--- config.mk ---
export PLATFORM = sky130hd
export DESIGN_NAME = wb_arbiter
export DESIGN_NICKNAME = d
export VERILOG_FILES = /design/src/rtl/cpu_pkg.sv /design/src/rtl/wb_fifo.sv /design/src/rtl/wb_arbiter.sv
export SDC_FILE = /design/constraint.sdc
export NUM_CORES = 1
export LEC_CHECK = 0
export ABC_CLOCK_PERIOD_IN_PS = 6190
export CORE_MARGIN = 2
export CORE_UTILIZATION = 55
export DETAILED_ROUTE_END_ITERATION = 10
export GPL_ROUTABILITY_DRIVEN = 1
export PLACE_DENSITY_LB_ADDON = 0.25
export RECOVER_POWER = 25
export SETUP_SLACK_MARGIN = 0.3
export SLEW_MARGIN = 5
export SYNTH_ARGS = -nofsm -noshare
export SYNTH_HDL_FRONTEND = slang
export SYNTH_SLANG_ARGS = --single-unit
--- constraint.sdc ---
create_clock -name iClk -period 6.19 [get_ports iClk]
set_input_delay 0.619 -clock iClk [delete_from_list [all_inputs] [get_ports iClk]]
set_output_delay 0.619 -clock iClk [all_outputs]
set_load 0.03 [all_outputs]
--- src/rtl/cpu_pkg.sv ---
// rtl/cpu_pkg.sv - shared writeback constants and types
// Purpose: register/data widths, the hard-wired zero register, the writeback
// source selector and the buffered-result entry used by the writeback stage.
package cpu_pkg;

    localparam int AW = 5;
    localparam int DW = 32;

    localparam logic [AW-1:0] ZERO_REG = '0;

    typedef enum logic [1:0] {
        WB_NONE,
        WB_ALU,
        WB_LSU
    } wb_src_t;

    typedef struct packed {
        logic [AW-1:0] addr;
        logic [DW-1:0] data;
    } wb_entry_t;

endpackage

--- src/rtl/wb_fifo.sv ---
// rtl/wb_fifo.sv - DEPTH-entry synchronous FIFO of writeback entries
// Purpose: buffers LSU results until the writeback port is granted to them.
// Ports:
//   iClk, iRst       clock, asynchronous active-high reset
//   iPush, iPushData write an entry (ignored while full)
//   iPop             drop the head entry (ignored while empty)
//   oHead            entry at the read pointer
//   oCount           number of stored entries
//   oEmpty, oFull    count == 0, count == DEPTH
module wb_fifo
    import cpu_pkg::*;
#(
    parameter int DEPTH = 2
) (
    input  logic                       iClk,
    input  logic                       iRst,
    input  logic                       iPush,
    input  wb_entry_t                  iPushData,
    input  logic                       iPop,
    output wb_entry_t                  oHead,
    output logic [$clog2(DEPTH+1)-1:0] oCount,
    output logic                       oEmpty,
    output logic                       oFull
);

    localparam int PW = $clog2(DEPTH);
    localparam int CW = $clog2(DEPTH + 1);

    wb_entry_t     mem_q [DEPTH];
    logic [PW-1:0] wptr_q, wptr_d;
    logic [PW-1:0] rptr_q, rptr_d;
    logic [CW-1:0] count_q, count_d;
    logic          push_ok;
    logic          pop_ok;

    assign oEmpty  = (count_q == '0);
    assign oFull   = (count_q == CW'(DEPTH));
    assign oCount  = count_q;
    assign oHead   = mem_q[rptr_q];
    assign push_ok = iPush && !oFull;
    assign pop_ok  = iPop && !oEmpty;

    // DEPTH is a power of two, so the pointers wrap by plain overflow.
    always_comb begin
        wptr_d  = wptr_q;
        rptr_d  = rptr_q;
        count_d = count_q;
        if (push_ok) begin
            wptr_d = wptr_q + PW'(1);
        end
        if (pop_ok) begin
            rptr_d = rptr_q + PW'(1);
        end
        case ({push_ok, pop_ok})
            2'b10:   count_d = count_q + CW'(1);
            2'b01:   count_d = count_q - CW'(1);
            default: count_d = count_q;
        endcase
    end

    always_ff @(posedge iClk or posedge iRst) begin
        if (iRst) begin
            wptr_q  <= '0;
            rptr_q  <= '0;
            count_q <= '0;
        end else begin
            wptr_q  <= wptr_d;
            rptr_q  <= rptr_d;
            count_q <= count_d;
        end
    end

    // Storage needs no reset: entries are only visible through count/pointers.
    always_ff @(posedge iClk) begin
        if (push_ok) begin
            mem_q[wptr_q] <= iPushData;
        end
    end

endmodule

--- src/rtl/wb_arbiter.sv ---
// rtl/wb_arbiter.sv - writeback arbiter in front of the register-file write port
// Purpose: merges ALU results (priority) and buffered LSU results onto one
// write port, bounds LSU starvation, and tracks pending destination registers.
// Ports:
//   iClk, iRst                            clock, asynchronous active-high reset
//   iAluValid/oAluReady/iAluAddr/iAluData ALU result handshake
//   iLsuValid/oLsuReady/iLsuAddr/iLsuData LSU result handshake into the FIFO
//   iIssueValid/iIssueAddr                marks a destination as pending
//   iAddrA/oBusyA, iAddrB/oBusyB          read-after-write hazard queries
//   oWrite/oAddrC/oRegC                   registered register-file write port
module wb_arbiter
    import cpu_pkg::*;
#(
    parameter int DEPTH        = 2,
    parameter int STARVE_LIMIT = 4,
    parameter int AW           = cpu_pkg::AW,
    parameter int DW           = cpu_pkg::DW
) (
    input  logic          iClk,
    input  logic          iRst,
    input  logic          iAluValid,
    output logic          oAluReady,
    input  logic [AW-1:0] iAluAddr,
    input  logic [DW-1:0] iAluData,
    input  logic          iLsuValid,
    output logic          oLsuReady,
    input  logic [AW-1:0] iLsuAddr,
    input  logic [DW-1:0] iLsuData,
    input  logic          iIssueValid,
    input  logic [AW-1:0] iIssueAddr,
    input  logic [AW-1:0] iAddrA,
    input  logic [AW-1:0] iAddrB,
    output logic          oBusyA,
    output logic          oBusyB,
    output logic          oWrite,
    output logic [AW-1:0] oAddrC,
    output logic [DW-1:0] oRegC
);

    localparam int NREG = 1 << AW;
    localparam int SW   = $clog2(STARVE_LIMIT + 1);
    localparam int CW   = $clog2(DEPTH + 1);

    wb_entry_t       lsu_entry;
    wb_entry_t       fifo_head;
    logic [CW-1:0]   fifo_count;
    logic            fifo_empty;
    logic            fifo_full;
    logic            fifo_pop;
    wb_src_t         src;

    logic [SW-1:0]   starve_q, starve_d;
    logic            write_q, write_d;
    logic [AW-1:0]   addr_q, addr_d;
    logic [DW-1:0]   data_q, data_d;
    logic [NREG-1:0] pending_q, pending_d;

    assign lsu_entry = '{addr: iLsuAddr, data: iLsuData};

    wb_fifo #(
        .DEPTH (DEPTH)
    ) u_fifo (
        .iClk      (iClk),
        .iRst      (iRst),
        .iPush     (iLsuValid),
        .iPushData (lsu_entry),
        .iPop      (fifo_pop),
        .oHead     (fifo_head),
        .oCount    (fifo_count),
        .oEmpty    (fifo_empty),
        .oFull     (fifo_full)
    );

    // Both readies come from registered state only, so neither handshake can
    // form a combinational loop with the upstream stages.
    assign oAluReady = (starve_q < SW'(STARVE_LIMIT));
    assign oLsuReady = !fifo_full;

    always_comb begin
        src = WB_NONE;
        if (iAluValid && oAluReady) begin
            src = WB_ALU;
        end else if (fifo_count != '0) begin
            src = WB_LSU;
        end
        fifo_pop = (src == WB_LSU);
    end

    // Counts ALU wins that overtook a waiting LSU result; once it saturates,
    // oAluReady drops and the FIFO head gets the port.
    always_comb begin
        starve_d = starve_q;
        if (fifo_empty || fifo_pop) begin
            starve_d = '0;
        end else if ((src == WB_ALU) && (starve_q < SW'(STARVE_LIMIT))) begin
            starve_d = starve_q + SW'(1);
        end
    end

    // Address/data hold when idle; only the write strobe falls back to 0.
    always_comb begin
        write_d = 1'b0;
        addr_d  = addr_q;
        data_d  = data_q;
        case (src)
            WB_ALU: begin
                addr_d  = iAluAddr;
                data_d  = iAluData;
                write_d = (iAluAddr != ZERO_REG);
            end
            WB_LSU: begin
                addr_d  = fifo_head.addr;
                data_d  = fifo_head.data;
                write_d = (fifo_head.addr != ZERO_REG);
            end
            default: begin
                write_d = 1'b0;
            end
        endcase
    end

    // Clear is applied before set so a re-issue on the retiring edge wins.
    always_comb begin
        pending_d = pending_q;
        if (write_q) begin
            pending_d[addr_q] = 1'b0;
        end
        if (iIssueValid && (iIssueAddr != ZERO_REG)) begin
            pending_d[iIssueAddr] = 1'b1;
        end
        pending_d[0] = 1'b0;
    end

    always_ff @(posedge iClk or posedge iRst) begin
        if (iRst) begin
            starve_q  <= '0;
            write_q   <= 1'b0;
            addr_q    <= '0;
            data_q    <= '0;
            pending_q <= '0;
        end else begin
            starve_q  <= starve_d;
            write_q   <= write_d;
            addr_q    <= addr_d;
            data_q    <= data_d;
            pending_q <= pending_d;
        end
    end

    assign oWrite = write_q;
    assign oAddrC = addr_q;
    assign oRegC  = data_q;
    assign oBusyA = pending_q[iAddrA];
    assign oBusyB = pending_q[iAddrB];

endmodule

# Word level (Yosys, flattened, before mapping)
# Memories as Yosys holds them, arrays and structs flattened.
# Index checks and enable logic that the tools add are counted.
# word_totals
wordCells,67
ramBits,74
output_inout_bits,42
n_memories,1
regBits,76
# memory_table
name,words,width,rd,rd_clocked_by_memory_dff,wr,line,text
u_fifo.mem_q,2,37,1,0,1,wb_fifo.sv:29,wb_entry_t mem_q [DEPTH];
# op_classes
bitwise_logic,3
mux,20
order_cmp,7
reduce_logical,18
n_addsub,5
eq_ne,5
# op_table
op,n
$mux 32,2
$pmux 32 s2,1
$and 32x32->32,1
$not 32->32,1
$or 32x32->32,1
$lt 5x6->1 const B,4
$reduce_bool 5->1,3
$bmux 1 s5,2
$demux 1 s5,2
$ge 5x1->1 const B,2
$pmux 5 s2,1
$reduce_bool 2->1,4
$logic_and 1x1->1,7
$eq 2x2->1 const B,3
$mux 1,6
$mux 3,2
$eq 2x1->1 const B,2
$mux 2,2
$pmux 2 s2,1
$add 3x1->3 const B,1
$lt 3x3->1 const B,1
$add 1x1->1 const B,2
$add 2x1->2 const B,1
$logic_not 1->1,2
4 further kinds,4

# Logic depth before layout (Yosys ltp)
# Gate-level depths: netlist of run 1.
# depth
word_depth,9
mapped_depth,7
depth_no_buf,6

# Cells and area by module
# From an unflattened synthesis of run 1, not the netlist that was laid out.
# hier_totals
hier_cells,514
hier_area_um2,6750.2
# by_module_without_submodules
module,seq_area_each_um2,area_each_um2,n_inst,cells_each
wb_arbiter,1801.7,3797.4,1,380
wb_fifo,2322.2,2952.8,1,134

# Worst setup path before layout of run 1
# OpenSTA, ideal clock, no wires.
# synth_path
path_kind,register -> register
from,"register u_fifo.count_q[0], in the netlist u_fifo.oCount[0]"
to,"memory u_fifo.mem_q[0][0] (netlist name), enable pin"
t_required_ns,5.759
path_buffers,0
arrival_ns,2.478
stages_incl_launch_ff,4
path_slack_ns,3.280
setup_ns,0.431
path_cell_list,dfrtp_1 -> nand2b_1 -> nand2_1 -> nor2_1
# synth_between
elab_chain_cells,5
# synth_lines
element,line,text
start: declaration,wb_fifo.sv:32,"logic [CW-1:0] count_q, count_d;"
start signal: assignment,wb_fifo.sv:69,count_q <= count_d;
$eq 2x2->1,wb_fifo.sv:37,assign oFull = (count_q == CW'(DEPTH));
$logic_not 1->1,n/a,
named net oLsuReady,wb_arbiter.sv:26,"output logic oLsuReady,"
$logic_and 1x1->1,wb_fifo.sv:40,assign push_ok = iPush && !oFull;
$mux 1,wb_fifo.sv:75,if (push_ok) begin
$mux 1 (not written as such),wb_fifo.sv:76,mem_q[wptr_q] <= iPushData;
end: declaration,wb_fifo.sv:29,
# The timed path passes the listed nets, and every way through them passes these cells.

# Worst setup path after layout of run 1
# layout_path
from,input iAddrA[0]
to,output oBusyA
# layout_between
elab_chain_cells,2
# layout_lines
element,line,text
start: declaration,wb_arbiter.sv:31,"input logic [AW-1:0] iAddrA,"
$bmux 1 s5,wb_arbiter.sv:153,assign oBusyA = pending_q[iAddrA];
$mux 1 (not written as such),wb_arbiter.sv:153,
end: declaration,wb_arbiter.sv:33,"output logic oBusyA,"
# Every way passes these cells. The select of a mux whose other input is x is not followed.

==> impl_metrics.json, run 1 <==
{
  "status": "finished, final reports clean",
  "gp_congestion": 0.8730,
  "ys_types": 32,
  "drt-initial-drc-count": 282,
  "htree_num_levels": 4,
  "cp-end-kind": "output port",
  "syn-cell-area_sq_um": 6489,
  "leakagePower_nw": 3.327,
  "start_util_pct": 56.58,
  "fmax_mhz": 290.1,
  "via_count": 4777,
  "worstHoldPathType": "flip-flop to flip-flop",
  "post-cts-setup-buffer-count": 0,
  "gr-total-overflow": 0,
  "crit_fanout": 7,
  "nets": 770,
  "detail-route-antenna-nets": 0,
  "core_sq_um": 11470,
  "ys_warn_count": 0,
  "ys_top_cells_by_area": "edfxtp_1 34%, dfrtp_1 29%, mux2i_1 8.5%",
  "cts_tree": "done",
  "hold_buffers": 0,
  "final_util_pct": 74.38,
  "crit_buf_inv": 2,
  "fp-row-count": 39,
  "antenna_found_initial": 1,
  "boundaryPins": 136,
  "async_flop_share_pct": 50.67,
  "period_needed_ns": 3.448,
  "routed_wl_microns": 14660,
  "grt_pass1_vias": 4968,
  "yosys.cell_count.top_type": "o21ai_0",
  "cp-start-kind": "input pin",
  "clockBufferDepth": 2,
  "cts_buffers": 17,
  "setup-tns-final_ns": 0,
  "critPathTopFamily": "buffers and inverters",
  "yosysTopAreaCellShare_pct": 34.25,
  "clock_sinks": 150,
  "post_cts.resized_instances": 0,
  "finClkSkew_ns": 0.005223,
  "maxSlewViolCount": 0,
  "rsz0062_at_grt": "no",
  "crit_path_max_incr_delay_ns": 0.67,
  "ys_seq_area_share_pct": 63.56,
  "synth_seq_cells": 150,
  "period_share_pct": 55.70,
  "grt_pass1_wl_microns": 24490,
  "port_buffers": 135,
  "syn_nets": 643,
  "yosys-top-cells-count": "105 x o21ai_0, 76 x dfrtp_1, 74 x edfxtp_1",
  "p_per_area_nw_per_um2": 461.9,
  "setup_viol": 0,
  "clkLatencyLatePin_ns": 0.41,
  "ys_dominant_reg_cell": "dfrtp_1",
  "hold_viol": 0,
  "cp_slowest_cell": "clkdlybuf4s50_1",
  "clkTransAtPathRegs_ns": 0.06,
  "wl_per_cell_microns": 17.67,
  "die_x_microns": 112.6,
  "vias_per_cell": 5.755,
  "path_common_cell": "clkdlybuf4s50_1",
  "path_class": "input pin to output port",
  "syn_to_final_growth_pct": 31.45,
  "dp_hpwl_microns": 9832,
  "yosysTopAreaCell": "edfxtp_1",
  "die-height_microns": 112.6,
  "grt_max_degree": 79,
  "worst_pin_slew_ns": 1.132,
  "cts_root_buf": "clkbuf_16",
  "layout-drive-gt1-share_pct": 6.851,
  "required_ns": 5.57,
  "arrival_ns": 2.83,
  "drt_pass1_iterations": 4,
  "maxCapViolCount": 0,
  "dieArea_sq_um": 12680,
  "max-slew-margin-rel_pct": 24.53,
  "avgSynthCellArea_sq_um": 11.86,
  "syn_inst": 547,
  "track_usage_pct": 24.63,
  "drc": 0,
  "synth_edf_count": 74,
  "ir_drop_mv": 0.2877,
  "cp_cell_sequence": "clkdlybuf4s50_1, mux4_2, nand2b_1, o211ai_1, nand4_1, clkdlybuf4s50_1"
}
==> metal layers <==
metal	GRT usage [%]	vias up	share of wire (%)
li1	-	2247	-
met1	30.57	2363	40
met2	41.76	150	52
met3	6.749	17	6.3
met4	8.780	0	1.5
met5	0	-	0
==> metrics by stage <==
stage          power [mW]  hold slack, ns  worst slack, ns  area [sq um]  instances
3_5_place_dp        2.925          0.4401            2.739          7930        798
4_1_cts             3.965          0.4537            2.732          8527        829
5_1_grt             4.168          0.4618            2.611          8529        830
3_3_place_gp        2.877          0.4200            2.754          7930        798
6_report            3.940          0.4517            2.742          8529        830
2_1_floorplan       2.439          0.4066            3.280          6489        547
==> layout make-up <==
cell class	count	area, sq um
fillers	778	2938
diodes	1	2.502
clock buffers	20	466.7
repair buffers	138	1374
well taps	143	178.9
inverters	4	16.27
multi-input cells	363	2236
flip-flops and latches	150	4125
clock inverters	11	130.1
==> cells by family (layout without fill, tap and decap cells) <==
kind of cell | count (synthesis) | count (layout) | share of synthesized area (%)
buf+inv | 34 | 173 | 2.352
other cells | 0 | 1 | 0
compound gates | 153 | 153 | 12.23
xor+xnor | 5 | 5 | 0.6750
mux | 62 | 62 | 10.74
flops | 150 | 150 | 63.56
fa+ha+maj | 2 | 2 | 0.3856
simple gates | 141 | 141 | 10.07
==> sequential cells by signal, summed over array words and instances, names as in the netlist, 2 cells and up <==
signal	flops
starve_q	3
u_fifo.oCount	2
pending_q	31
u_fifo.mem_q	74
oRegC	32
oAddrC	5
==> final timing paths <==
path / slack (ns) / endpoint / start / cells after the start
worst max-delay path: 2.74 / oBusyA / iAddrA[0] / 6
worst min-delay path: 0.45 / starve_q[0] / starve_q[0] / 1
worst max register to register: 4.16 / u_fifo.mem_q[0][32] / u_fifo.oCount[0] / 3
worst min register to register: 0.45 / starve_q[0] / starve_q[0] / 1
max in group asynchronous: 4.67 / u_fifo.rptr_q / iRst / 3
min in group asynchronous: 0.83 / oRegC[9] / iRst / 3
==> cell usage in the layout, fill, tap and decap left out, types with 12 or more instances in the layout <==
cell | synthesis | routed
nand2_1 | 50 | 50
nand3_1 | 12 | 12
dlygate4sd3_1 | 0 | 38
nor2_1 | 45 | 43
o21ai_0 | 105 | 105
dfrtp_1 | 76 | 75
a21oi_1 | 38 | 38
mux2i_1 | 55 | 55
clkbuf_16 | 0 | 17
edfxtp_1 | 74 | 74
clkdlybuf4s50_1 | 0 | 97
==> power by group <==
group	total (mW)	internal, mW	switching [mW]
combinational	1.25	0.546	0.700
sequential	1.66	1.39	0.272
clock	1.03	0.656	0.376
total	3.94	2.59	1.35
Note: power is estimated with default switching activity, not from simulation.
==> run 2: changes to the inputs <==
--- a/config.mk
+++ b/config.mk
@@ -5,9 +5,9 @@
 export SDC_FILE = /design/constraint.sdc
 export NUM_CORES = 1
 export LEC_CHECK = 0
-export ABC_CLOCK_PERIOD_IN_PS = 6190
+export ABC_CLOCK_PERIOD_IN_PS = 3250
 export CORE_MARGIN = 2
-export CORE_UTILIZATION = 55
+export CORE_UTILIZATION = 51
 export DETAILED_ROUTE_END_ITERATION = 10
 export GPL_ROUTABILITY_DRIVEN = 1
 export PLACE_DENSITY_LB_ADDON = 0.25
==> constraint.sdc (replaced) <==
create_clock -name iClk -period 3.25 [get_ports iClk]
set_input_delay 0.325 -clock iClk [delete_from_list [all_inputs] [get_ports iClk]]
set_output_delay 0.325 -clock iClk [all_outputs]
set_load 0.03 [all_outputs]
==> impl_metrics.json, run 2 (synthesized netlist as in run 1, its figures left out) <==
{
  "most-common-layout-cells": "105 x o21ai_0, 99 x clkdlybuf4s50_1, 75 x dfrtp_1",
  "crit_fanout": 12,
  "leakagePower_nw": 3.369,
  "clkPwrFrac_pct": 26.7,
  "boundaryPins": 136,
  "clockBufferDepth": 2,
  "drt-initial-drc-count": 386,
  "cts_buffers": 17,
  "via_count": 4744,
  "hold_viol": 0,
  "layout-drive-gt1-share_pct": 7.536,
  "die_x_microns": 116.8,
  "ir_drop_mv": 0.5843,
  "fp-row-count": 41,
  "port_buffers": 135,
  "p_sw_mw": 2.612,
  "gp_congestion": 0.8105,
  "start_util_pct": 51.84,
  "die-height_microns": 116.8,
  "path_common_cell": "clkdlybuf4s50_1",
  "fmax_mhz": 360.6,
  "post-cts-setup-buffer-count": 0,
  "critPathTopFamily": "buffers and inverters",
  "p_comb_share_pct": 32.1,
  "status": "finished, final reports clean",
  "arrival_ns": 2.45,
  "hold_buffers": 0,
  "grt_pass1_vias": 4734,
  "p_per_area_nw_per_um2": 879.1,
  "drt_pass1_iterations": 4,
  "clkLatencyLatePin_ns": 0.41,
  "syn_to_final_growth_pct": 32.88,
  "detail-route-antenna-nets": 0,
  "wl_per_cell_microns": 17.27,
  "final_common_cell": "o21ai_0",
  "crit_path_max_incr_delay_ns": 0.84,
  "max-slew-margin-rel_pct": 33.05,
  "antenna_found_initial": 2,
  "cp_cell_sequence": "clkdlybuf4s50_1, mux2i_1, a22oi_1, nand3_1, nand4_1, clkdlybuf4s50_1",
  "rsz0062_at_grt": "no",
  "required_ns": 2.92,
  "routed_wl_microns": 14920,
  "cts_root_buf": "clkbuf_16",
  "largest_register": "u_fifo.mem_q",
  "core_sq_um": 12520,
  "p_int_mw": 4.968,
  "period_needed_ns": 2.773,
  "maxSlewViolCount": 0,
  "gr-total-overflow": 0,
  "maxCapViolCount": 0,
  "cp_slowest_cell": "clkdlybuf4s50_1",
  "setup-tns-final_ns": 0,
  "crit_buf_inv": 2,
  "dp_hpwl_microns": 10300,
  "cp-start-kind": "input pin",
  "grt_pass1_wl_microns": 23430,
  "grt_max_degree": 79,
  "cts_tree": "done",
  "netSwitchingFraction_pct": 34.46,
  "worst_pin_slew_ns": 0.9988,
  "final_util_pct": 68.88,
  "path_class": "input pin to output port",
  "clock_sinks": 150,
  "nets": 773,
  "track_usage_pct": 22.53,
  "setup_viol": 0,
  "clkTransAtPathRegs_ns": 0.06,
  "vias_per_cell": 5.491,
  "worstHoldPathType": "flip-flop to flip-flop",
  "power.share.sequential_pct": 41.3,
  "dieArea_sq_um": 13640,
  "htree_num_levels": 4,
  "drc": 0,
  "period_share_pct": 85.32,
  "cp-end-kind": "output port",
  "finClkSkew_ns": 0.008756,
  "largest_register_ff_count": 74,
  "post_cts.resized_instances": 0
}
==> run 2: cell count changes in the layout (fill, tap and decap cells not counted), moves of 3 or more <==
cell / change
dlygate4sd3_1: -5
clkbuf_1: +3
clkinv_1: -4
clkinv_2: -3
buf_4: +3
clkinv_4: +3
dlymetal6s2s_1: +3
==> run 2: per-stage QoR <==
step           worst slack [ns]  power, mW  cells  area [sq um]  hold WS (ns)
2_1_floorplan            0.3405      4.645    547          6489        0.4066
3_3_place_gp             0.3978      5.504    830          7989        0.4171
3_5_place_dp             0.3635      5.590    830          7989        0.4211
4_1_cts                  0.3580      7.629    862          8610        0.2678
5_1_grt                  0.3320      7.999    864          8622        0.4513
6_report                 0.4772      7.580    864          8622        0.4361
==> run 2: final timing paths <==
kind | from | endpoint | slack (ns) | cells after the start
max | iAddrA[2] | oBusyA | 0.48 | 6
min | starve_q[0] | starve_q[0] | 0.44 | 1
max reg2reg | u_fifo.rptr_q | oRegC[26] | 1.28 | 5
min reg2reg | starve_q[0] | starve_q[0] | 0.44 | 1
max in group asynchronous | iRst | oRegC[2] | 1.78 | 3
min in group asynchronous | iRst | pending_q[22] | 0.59 | 2
==> run 2: routing by layer <==
metal  vias to the layer above  global-route usage [%]  share of wire, %
met5                         -                       0                 0
met4                         0                   7.529               1.1
met3                        15                   5.098               5.1
met2                       138                   39.50                53
met1                      2333                   27.82                41
li1                       2258                       -                 -
==> run 2: power groups by stage <==
stage	Clock [mW]	Sequential, mW	Combinational [mW]
3_5_place_dp	0	3.15	2.44
2_1_floorplan	0	3.24	1.40
6_report	2.02	3.13	2.43
3_3_place_gp	0	3.13	2.38
5_1_grt	2.13	3.20	2.67
4_1_cts	2.05	3.12	2.46
==> run 2: cell type report <==
| class | count | area (sq um) |
|---|---|---|
| Multi-Input combinational cell | 363 | 2236 |
| Sequential cell | 150 | 4125 |
| Fill cell | 971 | 3895 |
| Inverter | 4 | 16.27 |
| Clock buffer | 22 | 475.5 |
| Tap cell | 172 | 215.2 |
| Clock inverter | 10 | 145.1 |
| Timing Repair Buffer | 141 | 1404 |
| Antenna cell | 2 | 5.005 |
==> run 2: worst reg2reg max path, stage by stage, from the launching register on <==
cell and delay, ns:
dfrtp_2 0.84, buf_4 0.41, mux2i_1 0.24, nor2_1 0.08, a21oi_1 0.16, o21ai_0 0.10
==> run 3: changes to the inputs <==
--- a/config.mk
+++ b/config.mk
@@ -10,6 +10,7 @@
 export CORE_UTILIZATION = 51
 export DETAILED_ROUTE_END_ITERATION = 10
 export GPL_ROUTABILITY_DRIVEN = 1
+export GPL_TIMING_DRIVEN = 0
 export PLACE_DENSITY_LB_ADDON = 0.25
 export RECOVER_POWER = 25
 export SETUP_SLACK_MARGIN = 0.3
==> impl_metrics.json, run 3 (synthesized netlist as in run 1, its figures left out) <==
{
  "status": "finished, final reports clean",
  "cts_tree": "done",
  "path_common_cell": "clkdlybuf4s50_1",
  "max-slew-margin-rel_pct": 21.98,
  "clock_sinks": 150,
  "dp_cells": 853,
  "cts_root_buf": "clkbuf_16",
  "cts_buffers": 17,
  "leakagePower_nw": 3.357,
  "syn_to_final_growth_pct": 33.01,
  "antenna_found_initial": 2,
  "wl_per_cell_microns": 18.22,
  "worstHoldPathType": "flip-flop to flip-flop",
  "boundaryPins": 136,
  "path_class": "input pin to output port",
  "postLayoutSetupSlackWorst_ns": 0.5904,
  "gp_congestion": 0.8588,
  "grt_pass1_vias": 5157,
  "period_needed_ns": 2.660,
  "start_util_pct": 51.84,
  "final-instance-count-excl-fill": 887,
  "setup_viol": 0,
  "fmax_mhz": 376.0,
  "cp_cell_sequence": "clkdlybuf4s50_1, buf_2, mux2i_1, a22oi_1, nand3_1, nand4_1, clkdlybuf4s50_1",
  "die-height_microns": 116.8,
  "vias_per_cell": 5.661,
  "post_cts.resized_instances": 0,
  "clkLatencyLatePin_ns": 0.41,
  "place_ws_ns": 0.6035,
  "hold_buffers": 0,
  "largest_register": "u_fifo.mem_q",
  "finClkSkew_ns": 0.006257,
  "crit_fanout": 10,
  "holdWs_ns": 0.4701,
  "rsz0062_at_grt": "no",
  "worst_pin_slew_ns": 1.164,
  "p_per_area_nw_per_um2": 859.3,
  "gr-total-overflow": 0,
  "dp_hpwl_microns": 11320,
  "track_usage_pct": 24.35,
  "nets": 796,
  "most-common-layout-cells": "105 x o21ai_0, 98 x clkdlybuf4s50_1, 76 x dfrtp_1",
  "clkTransAtPathRegs_ns": 0.06,
  "design_power_total_mw": 7.417,
  "grt_max_degree": 56,
  "multi_input_area_sq_um": 2221,
  "required_ns": 2.92,
  "crit_path_max_incr_delay_ns": 0.67,
  "layout-drive-gt1-share_pct": 8.555,
  "place_area_sq_um": 8109,
  "ir_drop_mv": 0.5028,
  "drc": 0,
  "core_sq_um": 12520,
  "maxCapViolCount": 0,
  "final_util_pct": 68.95,
  "fp-row-count": 41,
  "htree_num_levels": 4,
  "crit_buf_inv": 3,
  "die_x_microns": 116.8,
  "grt_pass1_wl_microns": 24850,
  "cp-end-kind": "output port",
  "setup-tns-final_ns": 0,
  "critPathTopFamily": "buffers and inverters",
  "maxSlewViolCount": 0,
  "arrival_ns": 2.33,
  "drt_pass1_iterations": 5,
  "final_common_cell": "o21ai_0",
  "fin_area_sq_um": 8631,
  "fill_cells": 959,
  "port_buffers": 131,
  "post-cts-setup-buffer-count": 0,
  "dieArea_sq_um": 13640,
  "seq_area_sq_um": 4124,
  "cp-start-kind": "input pin",
  "hold_viol": 0,
  "via_count": 5021,
  "routed_wl_microns": 16160,
  "drt-initial-drc-count": 357,
  "clockBufferDepth": 2,
  "cp_slowest_cell": "clkdlybuf4s50_1",
  "period_share_pct": 81.83,
  "largest_register_ff_count": 74,
  "detail-route-antenna-nets": 0
}
[run 3: cell count changes in the layout (fill, tap and decap cells not counted), sizes merged]
cell / previous run / this run
buf: 6 / 20
clkbuf: 22 / 32
bufinv: 3 / 0
clkinv: 3 / 6
clkinvlp: 4 / 7
dlymetal6s2s: 3 / 0
clkdlybuf4s50: 99 / 98
[run 3: path summary, 6_finish.rpt]
check | end | cells past startpoint | slack (ns) | from
hold reg to reg | starve_q[0] | 1 | 0.47 | starve_q[0]
hold / removal | starve_q[0] | 1 | 0.47 | starve_q[0]
setup / recovery | oBusyB | 7 | 0.59 | iAddrB[2]
setup reg to reg | u_fifo.mem_q[0][28] | 4 | 1.42 | u_fifo.oCount[0]
min in group asynchronous | oRegC[6] | 2 | 0.60 | iRst
max in group asynchronous | oAddrC[3] | 3 | 1.89 | iRst
[run 3: layout make-up]
type | count | share of cell area (%)
diodes | 2 | 0.05799
plain buffers | 30 | 1.595
clock buffers | 19 | 5.016
clock inverters | 13 | 0.9858
inverters | 4 | 0.1885
multi-input cells | 363 | 25.73
flip-flops and latches | 150 | 47.78
well taps | 172 | 2.493
repair buffers | 134 | 16.15
[run 3: power by group]
part | leakage [nW] | total [mW] | switching (mW) | internal (mW)
registers | 1.58 | 2.99 | 0.348 | 2.64
clock network | 0.236 | 1.70 | 0.739 | 0.966
logic | 1.54 | 2.72 | 1.60 | 1.13
[run 3: routing by layer]
layer / vias up / track usage [%] / part of all wire (%)
li1: 2306 / - / -
met4: 0 / 11.61 / 3.0
met3: 40 / 6.076 / 6.0
met1: 2479 / 30.12 / 40
met5: - / 0 / 0
met2: 196 / 40.50 / 51
